`config.mk`:
```
export PLATFORM = sky130hd
export DESIGN_NAME = seq_alu_exec
export DESIGN_NICKNAME = d
export VERILOG_FILES = /design/src/rtl/seq_alu_exec.sv
export SDC_FILE = /design/constraint.sdc
export NUM_CORES = 1
export LEC_CHECK = 0
export ABC_CLOCK_PERIOD_IN_PS = 8000
export CAP_MARGIN = 20
export CORE_MARGIN = 3
export CORE_UTILIZATION = 41
export CTS_CLUSTER_DIAMETER = 30
export DETAILED_ROUTE_END_ITERATION = 6
export GPL_ROUTABILITY_DRIVEN = 0
export PLACE_DENSITY = 0.74
export RECOVER_POWER = 100
export SETUP_SLACK_MARGIN = 0.5
export SLEW_MARGIN = 20
export SYNTH_ARGS = -nofsm -noshare
export SYNTH_HDL_FRONTEND = slang
export SYNTH_SLANG_ARGS = --single-unit
```
`constraint.sdc`:
```
create_clock -name clk -period 8 [get_ports clk]
set_clock_uncertainty 0.15 [all_clocks]
set_input_delay 1.6 -clock clk [delete_from_list [all_inputs] [get_ports clk]]
set_output_delay 1.6 -clock clk [all_outputs]
set_load 0.01 [all_outputs]
```
`src/rtl/seq_alu_exec.sv`:
```
// rtl/seq_alu_exec.sv - execution-stage ALU: single-cycle logic/add/lui, iterative shifts
module seq_alu_exec #(
  parameter int DATA_WIDTH  = 32,
  parameter int SHAMT_WIDTH = 5
) (
  input  logic                   clk,
  input  logic                   reset,
  input  logic                   start,
  input  logic [3:0]             alu_operation,
  input  logic [DATA_WIDTH-1:0]  a,
  input  logic [DATA_WIDTH-1:0]  b,
  input  logic [SHAMT_WIDTH-1:0] shamt,
  output logic                   busy,
  output logic                   done,
  output logic [DATA_WIDTH-1:0]  result,
  output logic                   zero,
  output logic                   illegal
);

  localparam logic [3:0] OP_AND = 4'b0000;
  localparam logic [3:0] OP_OR  = 4'b0001;
  localparam logic [3:0] OP_NOR = 4'b0010;
  localparam logic [3:0] OP_ADD = 4'b0011;
  localparam logic [3:0] OP_LUI = 4'b0101;
  localparam logic [3:0] OP_SLL = 4'b0110;
  localparam logic [3:0] OP_SRL = 4'b0111;

  typedef enum logic {IDLE, SHIFT} state_t;

  state_t                 state, state_n;
  logic [DATA_WIDTH-1:0]  acc, acc_n;
  logic [SHAMT_WIDTH-1:0] cnt, cnt_n;
  logic                   dir_right, dir_right_n;
  logic [DATA_WIDTH-1:0]  result_n;
  logic                   zero_n, illegal_n, done_n;
  logic [DATA_WIDTH-1:0]  acc_step;

  // busy is simply "a shift is iterating"; start is ignored while it is high
  assign busy = (state == SHIFT);

  // register all state; reset overrides any request or in-flight shift
  always_ff @(posedge clk) begin
    if (reset) begin
      state     <= IDLE;
      acc       <= '0;
      cnt       <= '0;
      dir_right <= 1'b0;
      result    <= '0;
      zero      <= 1'b1;
      illegal   <= 1'b0;
      done      <= 1'b0;
    end else begin
      state     <= state_n;
      acc       <= acc_n;
      cnt       <= cnt_n;
      dir_right <= dir_right_n;
      result    <= result_n;
      zero      <= zero_n;
      illegal   <= illegal_n;
      done      <= done_n;
    end
  end

  // next-state and datapath: accept in IDLE, one bit of shift per cycle in SHIFT
  always_comb begin
    state_n     = state;
    acc_n       = acc;
    cnt_n       = cnt;
    dir_right_n = dir_right;
    result_n    = result;
    zero_n      = zero;
    illegal_n   = illegal;
    done_n      = 1'b0;
    acc_step    = dir_right ? (acc >> 1) : (acc << 1);

    case (state)
      IDLE: begin
        if (start) begin
          done_n    = 1'b1;
          illegal_n = 1'b0;
          case (alu_operation)
            OP_AND: result_n = a & b;
            OP_OR:  result_n = a | b;
            OP_NOR: result_n = ~(a | b);
            OP_ADD: result_n = a + b;
            OP_LUI: result_n = {b[15:0], {(DATA_WIDTH-16){1'b0}}};
            OP_SLL, OP_SRL: begin
              if (shamt == '0) begin
                result_n = b;
              end else begin
                // result registers hold their old value until the shift completes
                result_n    = result;
                illegal_n   = illegal;
                done_n      = 1'b0;
                acc_n       = b;
                cnt_n       = shamt;
                dir_right_n = (alu_operation == OP_SRL);
                state_n     = SHIFT;
              end
            end
            default: begin
              result_n  = '0;
              illegal_n = 1'b1;
            end
          endcase
          zero_n = (result_n == '0);
        end
      end
      SHIFT: begin
        acc_n = acc_step;
        cnt_n = cnt - SHAMT_WIDTH'(1);
        if (cnt == SHAMT_WIDTH'(1)) begin
          result_n  = acc_step;
          zero_n    = (acc_step == '0);
          illegal_n = 1'b0;
          done_n    = 1'b1;
          state_n   = IDLE;
        end
      end
      default: state_n = IDLE;
    endcase
  end

endmodule

```
Word level (Yosys, flattened, before mapping)
Cells that the tools add are included.
Storage, ports and cells
  register bits after elaboration: 74
  logic and storage cells: 71
  bits of input ports: 76
  output and inout bits: 36
Operators by class
  add/subtract/negate cells: 2
  equal/unequal tests: 12
  bitwise operators: 5
  muxes and demuxes: 34
  reductions and logical operators: 10
Operator list (count)
  $mux 32: 9
  $pmux 32 s6: 1
  $pmux 32 s2: 2
  $logic_not 32->1: 2
  $add 32x32->32: 1
  $and 32x32->32: 1
  $not 32->32: 1
  $or 32x32->32: 1
  $mux 5: 3
  $mux 1: 13
  $eq 4x3->1 const B: 3
  $pmux 1 s2: 5
  $pmux 5 s2: 1
  $eq 4x2->1 const B: 2
  $reduce_and 3->1: 2
  $eq 5x1->1 const B: 1
  $logic_not 5->1: 1
  $reduce_or 5->1: 1
  $sub 5x1->5 const B: 1
  $eq 4x1->1 const B: 1
  $logic_not 4->1: 1
  $ne 2x1->1 const B: 2
  $ne 2x2->1 const B: 2
  $reduce_and 4->1: 1
  4 further kinds: 5

Logic depth before layout (Yosys ltp)
Gate-level depths: netlist (run 1).
  depth after elaboration: 8
  mapped depth: 14

Least setup slack after synthesis (run 1)
OpenSTA, ideal clock, no wires.
  path kind: input -> register
  start: input port shamt[2]
  end: register zero
  data required time: 7781 ps
  cell stages on the path: 11
  path slack: 3509 ps
  arrival: 4272 ps
  path through: or4_4 -> buf_6 -> nor2_1 -> mux2_2 -> a221o_1 -> a2111oi_0 -> and3_1 -> nand3_1 -> nor4_1 -> nand4_1 -> o21ai_1
On the way
  cells in the longest elaborated chain, start to end: 8
Ends and longest elaborated chain
  start: declaration: RTL line 12  | input logic [SHAMT_WIDTH-1:0] shamt,
  $logic_not 5->1: RTL line 88  | if (shamt == '0) begin
  $mux 32: RTL line 88
  $pmux 32 s6: RTL line 81  | case (alu_operation)
  $mux 32: RTL line 78  | if (start) begin
  $mux 32: RTL line 76  | case (state)
  $logic_not 32->1: RTL line 106  | zero_n = (result_n == '0);
  $mux 1: RTL line 78
  $pmux 1 s2: RTL line 76
  end signal: assignment: RTL line 58  | zero <= zero_n;
  end: declaration: RTL line 16  | output logic zero,
No other way between the ends. The select of a mux whose other input is x is not followed.
A chain may end at the register's enable or synchronous reset.

Worst setup path after layout (run 1)
  start: register state (netlist: busy)
  end: register zero
On the way
  cells in the longest elaborated chain, start to end: 3
  elaborated cells on any way between the ends: 5
  those cells by class: eq/ne: 2; mux: 1; bitwise: 1; reduce/logical: 1
Ends and longest elaborated chain
  start: declaration: RTL line 30  | state_t state, state_n;
  start signal: assignment: RTL line 53  | state <= state_n;
  $not 1->1
  $ne 2x2->1 (no line)
  $reduce_and 2->1 (no line)
Parallel ways exist; a longest one is shown, timed or not.

==> metrics.log, run 1 <==
[metrics] run status: finished with violations
[metrics] failing checks: capacitance limit, slew limit
[metrics] post-cts hold buffer count: 0
[metrics] total setup violations reported at the end of the flow: 0
[metrics] WP data arrival: roughly 6500 ps
[metrics] Avg Inst Size Synth: 6.89 um2
[metrics] first-iteration detailed-routing DRC count: around 1.1k
[metrics] DIE WIDTH: between 100 and 150 um
[metrics] clock buffers created by TritonCTS: 9
[metrics] Hold/Removal Path Class: flip-flop to flip-flop
[metrics] overall routed net length: 30700 um
[metrics] worst setup slack after placement: 2200 ps
[metrics] maximum clock path buffer count: 2
[metrics] buffer and inverter count on the worst path: 2
[metrics] iteration count of the initial detailed-routing pass: 6
[metrics] antenna diode count: 0
[metrics] source-to-sink clock delay at the later pin of the worst-skew pair: between 300 and 400 ps
[metrics] count of boundary I/O pins: 112
[metrics] total via count in the routed design: ~9.2k
[metrics] prevailing post-synth register cell: sky130_fd_sc_hd__dfxtp_1
[metrics] mux cell area share after synthesis: under 10%
[metrics] die area: about 20000 um2
[metrics] largest fanout of any net on the critical path: 90
[metrics] synthesized-area fraction occupied by and/or/nand/nor cells: a little under a quarter
[metrics] post-layout utilization of the core: approximately 51%
[metrics] delay of the slowest critical-path stage: approximately 2700 ps
[metrics] Post-route DRC: 0
[metrics] max-cap viol count: 3
[metrics] worst relative slew slack: -161%
[metrics] cell class contributing the biggest share of worst-path delay: buffers and inverters
[metrics] crit start category: flip-flop
[metrics] Tmin final: approximately 6400 ps
[metrics] finished layout cell area: around 9000 um2
[metrics] dominant combinational cell family by area after synthesis: compound AO/OA/AOI/OAI gates
[metrics] first-pass GRT wire length: approximately 47000 um
[metrics] RSZ-0062 raised after global routing: false
[metrics] area after detailed placement: ~8900 um2
[metrics] total area of sequential cells: approximately 1500 um2
[metrics] synthesized netlist cell count: between 1k and 1.5k
[metrics] number of fill cells: about 1.8k
[metrics] switching pwr: approximately 460 uW
[metrics] compound-cell area share of the yosys netlist: a little under a third
[metrics] starting utilization of the core area: a little over two fifths
[metrics] Layout Nets: between 1k and 1.5k
[metrics] Power, Total: around 1.4 mW
[metrics] Pins Over Slew Limit: 160
[metrics] critical path, cell by cell: clkbuf_1, nor2b_1, nor2_2, clkbuf_1, nor2_1, nand4_1, nor4_1, a221oi_1, o21ai_1
[metrics] critical path data required time: between 8000 and 9000 ps
[metrics] highest clock rate: between 150 and 200 MHz
[metrics] proportion of netlist area held by the largest area contributor: about a fifth
[metrics] Antenna Violating Nets Remaining: 0
[metrics] switching share of power: roughly a third
[metrics] detail-routed net length per standard cell: 21.9 um
[metrics] crit-path most repeated cell: sky130_fd_sc_hd__clkbuf_1
[metrics] clock tree from TritonCTS: yes
[metrics] aggregate global routing overflow: 0
[metrics] via density per instance: ~6.6
[metrics] post-cts gate resize count: 0
[metrics] Synth Area in Adders: a little over a tenth
[metrics] Area contributors post-synth: sky130_fd_sc_hd__dfxtp_1 (19%), sky130_fd_sc_hd__ha_1 (11%), sky130_fd_sc_hd__a21oi_1 (8.8%)
[metrics] GR Util All Layers: between 20% and 30%
[metrics] pin count of the biggest net entering global routing: roughly 90
[metrics] height of the die: about 140 um
[metrics] endpoint class of the critical path: flip-flop
[metrics] cell with the largest stage delay on the worst path: sky130_fd_sc_hd__clkbuf_1
[metrics] combinational share of power: 32.0%
[metrics] H-tree depth: 3
[metrics] startpoint-to-endpoint class of the critical path: flip-flop to flip-flop
[metrics] post-placement cell count: between 1k and 1.5k
[metrics] Sinks on Clock Net: between 70 and 80
[metrics] antenna violations before repair: 0
[metrics] number of non-filler instances in the completed layout: about 1.4k
[metrics] proportion of layout cells with a drive suffix above 1: ~4.4%
[metrics] yosys synthesis warning count: 0
[metrics] cell taking the most area after synthesis: sky130_fd_sc_hd__dfxtp_1
[metrics] Total Neg Setup Slack: 0 ps
[metrics] number of distinct library cells after synthesis: 66
[metrics] worst supply voltage drop on vdd: between 100 and 150 uV
[metrics] part of the power in registers: between 30% and 40%
[metrics] portion of total power attributed to the clock network: ~38%
[metrics] share of synthesized registers carrying an async set or reset: 0%
[metrics] number of buffers inserted by post-CTS setup repair: 0
[metrics] HPWL reported at the end of detailed placement: around 22000 um
[metrics] signed area change from the synthesized netlist to the final layout: 20.0%
[metrics] area of combinational cells with multiple inputs: roughly 5600 um2
[metrics] final setup margin: around 1600 ps
[metrics] via count of the first global-routing pass: about 8.5k
[metrics] Row Count: around 50
[metrics] Final Hold Violating Endpoints: 0
[metrics] Worst-Margin Slew: between 3000 and 4000 ps
[metrics] worst hold slack: approximately 300 ps
[metrics] number of enable flip-flop cells after synthesis: 0
[metrics] Core Footprint: 18200 um2
[metrics] part of the Yosys area used for sequential elements: between 15 and 20%
[metrics] total power per unit cell area: 148 nW/um2
[metrics] Synth Net Count: about 1.3k
[metrics] Clock Pin Slew Worst Setup and Hold Paths: approximately 60 ps
[metrics] flip-flop and latch count after synthesis: 74
[metrics] xor and xnor fraction of the mapped netlist area: under 10%
[metrics] buffers added on ports: approximately 110
[metrics] post-synthesis instance area: 7700 um2
[metrics] cell internal power dissipation: approximately 910 uW
[metrics] P_leak: ~3.6 nW
[metrics] buffer cell driving the clock tree root: sky130_fd_sc_hd__clkbuf_16
[metrics] final worst path period share: 80.0%
[final cells by class]
type | instances | area share [%]
multi-input cells | 878 | 60.6
flip-flops and latches | 74 | 16.0
repair buffers | 125 | 13.0
inverters | 81 | 3.29
well taps | 229 | 3.10
clock buffers | 11 | 2.62
clock inverters | 5 | 1.35
[Yosys cell counts (3+ instances only)]
cell	count
sky130_fd_sc_hd__o221ai_1	27
sky130_fd_sc_hd__o21ai_0	35
sky130_fd_sc_hd__nand3_1	23
sky130_fd_sc_hd__ha_1	66
sky130_fd_sc_hd__a21o_1	12
sky130_fd_sc_hd__a311oi_1	5
sky130_fd_sc_hd__inv_1	80
sky130_fd_sc_hd__o31ai_1	5
sky130_fd_sc_hd__nor3_1	25
sky130_fd_sc_hd__dfxtp_1	74
sky130_fd_sc_hd__xor2_1	8
sky130_fd_sc_hd__and2_1	6
sky130_fd_sc_hd__o211ai_1	34
sky130_fd_sc_hd__a211oi_1	30
sky130_fd_sc_hd__nor4_1	13
sky130_fd_sc_hd__or4_1	3
sky130_fd_sc_hd__or2_2	3
sky130_fd_sc_hd__nand4_1	11
sky130_fd_sc_hd__o22ai_1	11
sky130_fd_sc_hd__o21a_1	7
sky130_fd_sc_hd__and3_1	6
sky130_fd_sc_hd__clkbuf_1	75
sky130_fd_sc_hd__mux2_2	7
sky130_fd_sc_hd__nand2b_1	31
sky130_fd_sc_hd__nand3b_1	5
sky130_fd_sc_hd__nor2b_1	9
sky130_fd_sc_hd__o221a_2	7
sky130_fd_sc_hd__xnor2_1	9
sky130_fd_sc_hd__nand2_1	158
sky130_fd_sc_hd__and4_1	3
sky130_fd_sc_hd__nor2_1	72
sky130_fd_sc_hd__a21oi_1	136
sky130_fd_sc_hd__a221oi_1	3
sky130_fd_sc_hd__buf_1	7
sky130_fd_sc_hd__mux2i_1	29
sky130_fd_sc_hd__o21ai_1	4
sky130_fd_sc_hd__a31oi_1	35
sky130_fd_sc_hd__o311ai_0	4
sky130_fd_sc_hd__a22oi_1	3
[metal layers]
layer / wire (um) / global-route usage, % / up-vias
met4: 1870 / 14.9 / 0
met2: 12900 / 43.8 / 662
met5: 0 / 0 / -
met3: 3610 / 7.20 / 168
met1: 12300 / 38.1 / 4242
li1: - / - / 4149
[cell usage in the layout (no fill, tap or decap), drive strengths merged, types with 23 or more instances in the layout]
cell / instances
a211oi: 30
a21oi: 137
a31oi: 35
clkdlybuf4s50: 74
dfxtp: 74
dlygate4sd3: 36
ha: 66
inv: 81
mux2i: 29
nand2: 158
nand2b: 31
nand3: 23
nor2: 72
nor3: 25
o211ai: 34
o21ai: 39
o221ai: 27
[logic make-up (layout without fill, tap and decap cells)]
kind of cell	after synthesis	after routing
AOI/OAI and AO/OA	380	380
xor gates and xnor gates	17	17
adders and majority gates	67	67
buffers and inverters	166	222
DFF	74	74
muxes	36	36
and+or+nand+nor	378	378
[final timing paths]
kind	startpoint	end	slack [ps]	cells past startpoint
max	busy$_SDFF_PP0_	zero$_SDFFE_PP1P_	1600	9
max reg2reg	busy$_SDFF_PP0_	zero$_SDFFE_PP1P_	1600	9
min reg2reg	illegal$_SDFFE_PP0P_	illegal$_SDFFE_PP0P_	300	2
min	illegal$_SDFFE_PP0P_	illegal$_SDFFE_PP0P_	300	2
[worst reg2reg max path, cell delays in order (launching register included)]
cell and delay [ps]:
sky130_fd_sc_hd__dfxtp_1 320, sky130_fd_sc_hd__clkbuf_1 2740, sky130_fd_sc_hd__nor2b_1 330, sky130_fd_sc_hd__nor2_2 200
sky130_fd_sc_hd__clkbuf_1 1660, sky130_fd_sc_hd__nor2_1 160, sky130_fd_sc_hd__nand4_1 210, sky130_fd_sc_hd__nor4_1 90
sky130_fd_sc_hd__a221oi_1 310, sky130_fd_sc_hd__o21ai_1 110
[power groups by stage]
stage	clock network (mW)	registers [mW]	logic (mW)
after floorplan	0	0.415	0.265
after global placement	0	0.418	0.417
after detailed placement	0	0.418	0.422
after CTS	0.520	0.410	0.425
after global routing	0.534	0.413	0.469
final	0.519	0.410	0.437
[flip-flops by register name, indices dropped and copies added (netlist names)]
name / count
dir_right: 1
cnt: 5
illegal: 1
acc: 32
busy: 1
zero: 1
done: 1
result: 32
(Power assumes the default switching activity.)
==> inputs of run 2 (changes only) <==
--- a/config.mk
+++ b/config.mk
@@ -5,14 +5,14 @@
 export SDC_FILE = /design/constraint.sdc
 export NUM_CORES = 1
 export LEC_CHECK = 0
-export ABC_CLOCK_PERIOD_IN_PS = 8000
+export ABC_CLOCK_PERIOD_IN_PS = 5350
 export CAP_MARGIN = 20
 export CORE_MARGIN = 3
 export CORE_UTILIZATION = 41
 export CTS_CLUSTER_DIAMETER = 30
 export DETAILED_ROUTE_END_ITERATION = 6
 export GPL_ROUTABILITY_DRIVEN = 0
-export PLACE_DENSITY = 0.74
+export PLACE_DENSITY = 0.76
 export RECOVER_POWER = 100
 export SETUP_SLACK_MARGIN = 0.5
 export SLEW_MARGIN = 20
==> constraint.sdc (replaced) <==
create_clock -name clk -period 5.35 [get_ports clk]
set_clock_uncertainty 0.15 [all_clocks]
set_input_delay 1.07 -clock clk [delete_from_list [all_inputs] [get_ports clk]]
set_output_delay 1.07 -clock clk [all_outputs]
set_load 0.01 [all_outputs]
==> run 2 against run 1 <==
  * The flow still finishes with violations (capacitance limit, slew limit)
  * Via count is 0.49% lower
  * First-iteration DRC count is 5.0% higher
  * Global-route usage is 0.30 points lower
  * Sequential cell count stayed put
  * Total power is 39% higher
  * Sequential share of layout area is 0.084 points lower
  * Non-clock buffer count is 17 higher
  * Register-to-register slack worse by 930 ps
  * Largest cell class unchanged
==> metrics.log, run 2 (synthesis gave the netlist of run 1 again) <==
[metrics] clock buffers created by TritonCTS: 9 (unchanged)
[metrics] WP data arrival: 5190 ps (-1290 ps)
[metrics] total power per unit cell area: 205 nW/um2 (+39%)
[metrics] switching pwr: 670 uW (+46%)
[metrics] Antenna Violating Nets Remaining: 0 (unchanged)
[metrics] clock tree from TritonCTS: yes
[metrics] P_leak: 3.65 nW (+1.4%)
[metrics] proportion of layout cells with a drive suffix above 1: 5.46% (+1.0 points)
[metrics] aggregate global routing overflow: 0 (unchanged)
[metrics] DIE WIDTH: 143 um (unchanged)
[metrics] antenna violations before repair: 0 (unchanged)
[metrics] number of non-filler instances in the completed layout: 1420 (+1.2%)
[metrics] Power, Total: 1.90 mW (+39%)
[metrics] number of buffers inserted by post-CTS setup repair: 0 (unchanged)
[metrics] height of the die: 143 um (unchanged)
[metrics] worst setup slack after placement: 279 ps (-1920 ps)
[metrics] Sinks on Clock Net: 74 (unchanged)
[metrics] Row Count: 49 (unchanged)
[metrics] Hold/Removal Path Class: flip-flop to flip-flop
[metrics] total setup violations reported at the end of the flow: 0 (unchanged)
[metrics] run status: finished with violations
[metrics] Final Hold Violating Endpoints: 0 (unchanged)
[metrics] critical path, cell by cell: dlygate4sd3_1, clkbuf_1, inv_1, nor3_2, clkbuf_1, a31oi_1, nor2b_1, a211oi_1, a21oi_1, nor2_1
[metrics] met2 layer wire length in the routed design: 12700 um (-1.6%)
[metrics] Pins Over Slew Limit: 55 (-66%)
[metrics] crit start category: input pin
[metrics] GR Util All Layers: 28.7% (-0.30 points)
[metrics] first-iteration detailed-routing DRC count: 1202 (+5.0%)
[metrics] combinational share of power: 34.5% (+2.5 points)
[metrics] via density per instance: 6.46 (-1.7%)
[metrics] portion of total power attributed to the clock network: 33.2% (-4.8 points)
[metrics] area after detailed placement: 9020 um2 (+1.4%)
[metrics] crit-path most repeated cell: sky130_fd_sc_hd__clkbuf_1
[metrics] critical path data required time: 5470 ps (-2600 ps)
[metrics] worst hold slack: 296 ps (-7.14 ps)
[metrics] startpoint-to-endpoint class of the critical path: input pin to flip-flop
[metrics] H-tree depth: 3 (unchanged)
[metrics] highest clock rate: roughly 200 MHz
[metrics] part of the power in registers: 32.3% (+2.3 points)
[metrics] Clock Pin Slew Worst Setup and Hold Paths: 60 ps (about the same)
[metrics] commonest non-fill, non-tap cell in the layout: sky130_fd_sc_hd__nand2_1
[metrics] HPWL reported at the end of detailed placement: 22900 um (+4.8%)
[metrics] buffer and inverter count on the worst path: 4 (+2)
[metrics] Tmin final: roughly 5100 ps
[metrics] maximum clock path buffer count: 2 (unchanged)
[metrics] via count of the first global-routing pass: 8505 (+0.047%)
[metrics] Worst-Margin Slew: 2310 ps (-1600 ps)
[metrics] metal3 WL: 3740 um (+3.5%)
[metrics] final setup margin: 278 ps (-1320 ps)
[metrics] buffer cell driving the clock tree root: sky130_fd_sc_hd__clkbuf_16
[metrics] largest fanout of any net on the critical path: 19 (-79%)
[metrics] worst supply voltage drop on vdd: 177 uV (+70%)
[metrics] cell class contributing the biggest share of worst-path delay: buffers and inverters
[metrics] number of fill cells: 1764 (-1.1%)
[metrics] uppermost layer routed: met4
[metrics] Total Neg Setup Slack: 0 ps (unchanged)
[metrics] finished layout cell area: 9300 um2 (+0.53%)
[metrics] antenna diode count: 0 (unchanged)
[metrics] iteration count of the initial detailed-routing pass: 6 (unchanged)
[metrics] WL met1: 11700 um (-4.7%)
[metrics] max-cap viol count: 1 (-2)
[metrics] Post-route DRC: 0 (unchanged)
[metrics] overall routed net length: 30300 um (-1.4%)
[metrics] buffers added on ports: 111 (unchanged)
[metrics] RSZ-0062 raised after global routing: false
[metrics] detail-routed net length per standard cell: 21.3 um (-2.5%)
[metrics] endpoint class of the critical path: flip-flop
[metrics] post-cts hold buffer count: 0 (unchanged)
[metrics] first-pass GRT wire length: 46300 um (-0.83%)
[metrics] switching share of power: 35.2% (+1.7 points)
[metrics] post-placement cell count: 1404 (+1.2%)
[metrics] Core Footprint: 18200 um2 (unchanged)
[metrics] post-layout utilization of the core: 51.1% (+0.27 points)
[metrics] count of boundary I/O pins: 112 (unchanged)
[metrics] post-cts gate resize count: 0 (unchanged)
[metrics] signed area change from the synthesized netlist to the final layout: 20.7%
[metrics] cell internal power dissipation: 1.23 mW (+36%)
[metrics] top library cells by usage in the layout, fill and taps aside: sky130_fd_sc_hd__nand2_1 (158), sky130_fd_sc_hd__a21oi_1 (136), sky130_fd_sc_hd__inv_1 (81)
[metrics] failing checks: capacitance limit, slew limit
[metrics] worst relative slew slack: -54.1% (+110 points)
[metrics] final worst path period share: between 90% and 100%
[metrics] Top Registers: acc: 32 flops, result: 32 flops, cnt: 5 flops
[metrics] delay of the slowest critical-path stage: 900 ps (-1840 ps)
[metrics] source-to-sink clock delay at the later pin of the worst-skew pair: 350 ps (about the same)
[metrics] die area: 20500 um2 (unchanged)
[metrics] pin count of the biggest net entering global routing: 55 (-40%)
[metrics] Layout Nets: 1329 (+1.3%)
[metrics] total via count in the routed design: 9176 (-0.49%)
[metrics] cell with the largest stage delay on the worst path: sky130_fd_sc_hd__clkbuf_1
[metrics] starting utilization of the core area: 42.3% (unchanged)
-- run 2: cell types whose count changed in the layout (fill, tap and decap cells not counted), sizes merged --
cell,change
bufinv,-3
dlygate4sd3,+2
clkbuf,+6
buf,+14
dlymetal6s2s,+1
clkdlybuf4s50,-3
-- run 2: worst register-to-register path: stages, from the launching register on --
cell,delay [ps]
sky130_fd_sc_hd__dfxtp_1,320
sky130_fd_sc_hd__clkbuf_1,1640
sky130_fd_sc_hd__nor2b_1,220
sky130_fd_sc_hd__nor2_1,990
sky130_fd_sc_hd__clkbuf_2,740
sky130_fd_sc_hd__a211oi_1,170
sky130_fd_sc_hd__a21oi_1,240
sky130_fd_sc_hd__nor2_1,60
-- run 2: path summary, 6_finish.rpt --
check | start | to | slack [ps] | cells after the start
setup / recovery | alu_operation[1] | result[20]$_SDFFE_PP0P_ | 280 | 10
hold / removal | illegal$_SDFFE_PP0P_ | illegal$_SDFFE_PP0P_ | 300 | 2
setup reg to reg | busy$_SDFF_PP0_ | result[20]$_SDFFE_PP0P_ | 670 | 7
hold reg to reg | illegal$_SDFFE_PP0P_ | illegal$_SDFFE_PP0P_ | 300 | 2
-- run 2: power by group through the flow --
stage          registers, mW  clock network (mW)  logic [mW]
3_3_place_gp           0.626                   0       0.629
2_1_floorplan          0.620                   0       0.396
6_report               0.614               0.633       0.657
4_1_cts                0.614               0.633       0.642
3_5_place_dp           0.626                   0       0.637
5_1_grt                0.618               0.657       0.706
-- run 2: layer usage --
layer	vias up	global-route usage [%]
met1	4129	37.5
met5	-	0
met3	158	7.27
met2	698	42.6
met4	0	16.8
li1	4191	-
-- run 2: area by class of cell --
class / count / area, um2 / area share (%)
Multi-Input combinational cell: 878 / 5600 / 60.2
Sequential cell: 74 / 1480 / 15.9
Timing Repair Buffer: 142 / 1320 / 14.2
Inverter: 81 / 304 / 3.27
Tap cell: 229 / 287 / 3.08
Clock buffer: 14 / 264 / 2.84
Clock inverter: 2 / 35.0 / 0.377
==> patch: new RTL, settings of run 2 <==
`DATA_WIDTH`: 32 -> 36.
--- a/src/rtl/seq_alu_exec.sv
+++ b/src/rtl/seq_alu_exec.sv
@@ -2,3 +2,3 @@
 module seq_alu_exec #(
-  parameter int DATA_WIDTH  = 32,
+  parameter int DATA_WIDTH  = 36,
   parameter int SHAMT_WIDTH = 5
Ports: changed (resized a, b and result); port bits go from 112 to 124. No check against the original RTL was run, so the function may have changed too.
==> patch against run 2 <==
  * The flow still finishes with violations (max-capacitance violations, max-slew violations)
  * Power rose by 7.1%
  * Cell area is 11% higher
  * Critical path depth rose by 3
  * Register-to-register slack improved by 0.18 ns
  * Wire length grew 10%
  * Worst setup slack gained 0.18 ns
  * Sequential share of layout area is essentially flat
  * Synthesized area rose by 11%
  * Utilization fell by 0.21 points
  * Via count grew 7.9%
  * First-iteration DRC count increased by 11%
  * Sequential cell count is 8 higher
  * Largest cell class unchanged
  * Largest power group unchanged
  * Highest routed layer unchanged
==> patch: results (changes against run 2) <==
stage,metric,value,unit,change
global_route,largest net degree at the start of global routing,83,,was 55
global_route,M3 GR Usage,6.83,%,was 7.27%
finish,diodes inserted,0,,unchanged
global_route,met2 usage,42.2,%,was 42.6%
flow_run,Max Cap Violations,2,,was 1
route,met3 WL,4.33,mm,was 3.74 mm
global_route,Total GRT Usage,28.5,%,was 28.7%
critical_path,worst-path fanout max,6,,was 19
route,Detailed Routing Iterations Pass 1,6,,unchanged
place,DPL Wire Length,25.7,mm,was 22.9 mm
global_route,number of global-route vias before repair,8987,,was 8505
power_and_ir_drop,VDD IR max,0.159,mV,was 0.177 mV
place,placement-stage cell area,10000,um2,was 9020 um2
finish,synth-to-layout area growth,21.1,%,was 20.7%
global_route,M1 GR Usage,38.5,%,was 37.5%
yosys,sequential-to-total area share from yosys stat,19.3,%,was 19.2%
critical_path,Critical Path AT,5.01,ns,was 5.19 ns
clock_tree,CTS H-Tree Depth,3,,unchanged
finish,Nets,1419,,was 1329
route,drt initial violations,1335,,was 1202
clock_tree,"Clk Latency, worst-skew pair",0.34,ns,
power_and_ir_drop,leakage,4.11,nW,was 3.65 nW
yosys,Area contributors post-synth,"dfxtp_1 (19%), ha_1 (11%), nand2_1 (7.3%)",,"was dfxtp_1 (19%), ha_1 (11%), a21oi_1 (8.8%)"
critical_path,largest stage delay on the critical path,0.78,ns,was 0.90 ns
yosys,post-synth cell types,76,,was 66
route,Routed wire per std cell,21.8,um,was 21.3 um
clock_tree,"Reg clk slew, reported paths",0.06,ns,about the same
place,Port Buf Inserts,123,,was 111
finish,top flop regs,"acc (36), result (36), cnt (5)",,"was acc (32), result (32), cnt (5)"
route,metal2 WL,14.1,mm,was 12.7 mm
finish,Filler cells,1990,,was 1764
critical_path,Critical-path top delay cell,dlygate4sd3_1,,was clkbuf_1
route,routed vias,9901,,was 9176
clock_tree,post_cts resized,1,,was 0
yosys,Post-Synthesis Net Count,1323,,was 1261
global_route,first-pass GRT wire length,50.5,mm,was 46.3 mm
timing,"Slew Viols, Final",77,,was 55
route,wire length on met1,13.2,mm,was 11.7 mm
yosys,Synth top cells by count,"nand2_1 (165), a21oi_1 (122), inv_1 (88)",,"was nand2_1 (158), a21oi_1 (136), inv_1 (80)"
outcome,failing checks,"max-capacitance violations, max-slew violations",,unchanged
min_path,worst hold path type,flip-flop to flip-flop,,unchanged
finish,ratio of cells with drive above 1 in the final layout,7.27,%,was 5.46%
outcome,status,"complete, but fails checks",,unchanged
critical_path,Top delay family on crit path,compound AO/OA/AOI/OAI gates,,was buffers and inverters
clock_tree,postcts setup bufs,0,,unchanged
timing,Slew headroom,-5.00,%,was -54.1%
## patch: final timing paths
kind / startpoint / to / slack (ns) / depth (start not counted)
max: b[1] / zero$_SDFFE_PP1P_ / 0.45 / 13
min: illegal$_SDFFE_PP0P_ / illegal$_SDFFE_PP0P_ / 0.30 / 2
max reg2reg: busy$_SDFF_PP0_ / result[0]$_SDFFE_PP0P_ / 0.85 / 6
min reg2reg: illegal$_SDFFE_PP0P_ / illegal$_SDFFE_PP0P_ / 0.30 / 2
## patch: metrics by stage
step	setup WS (ns)	hold WS (ns)	cells
after global placement	0.146	0.295	1519
after detailed placement	0.153	0.309	1519
after global routing	0.272	0.352	1535
after CTS	0.598	0.313	1535
after floorplan	1.40	0.308	1164
final	0.453	0.305	1535
## patch: cell type report
class / instances / area share, %
multi-input combinational: 916 / 60.2
sequential: 82 / 15.9
inverter: 89 / 3.24
clock inverter: 4 / 0.267
timing repair buffer: 162 / 14.7
tap: 270 / 3.27
clock buffer: 12 / 2.39
## patch: logic make-up (layout without fill, tap and decap cells)
| family | count (synthesis) | in the layout | share of synthesized area (%) |
|---|---|---|---|
| adder cells (fa/ha/maj) | 75 | 75 | 11.1 |
| AND/OR/NAND/NOR | 348 | 348 | 19.1 |
| AO/OA/AOI/OAI | 399 | 399 | 31.5 |
| multiplexers | 66 | 66 | 7.88 |
| flip-flops | 82 | 82 | 19.3 |
| XOR/XNOR | 28 | 28 | 2.88 |
| buffers and inverters | 166 | 267 | 8.32 |
## patch: report_power, final
part	leakage [nW]	switching [mW]	total, mW	internal, mW
Combinational	3.31	0.451	0.765	0.314
Sequential	0.669	0.0453	0.692	0.646
Clock	0.137	0.255	0.582	0.328
Total	4.11	0.751	2.04	1.29
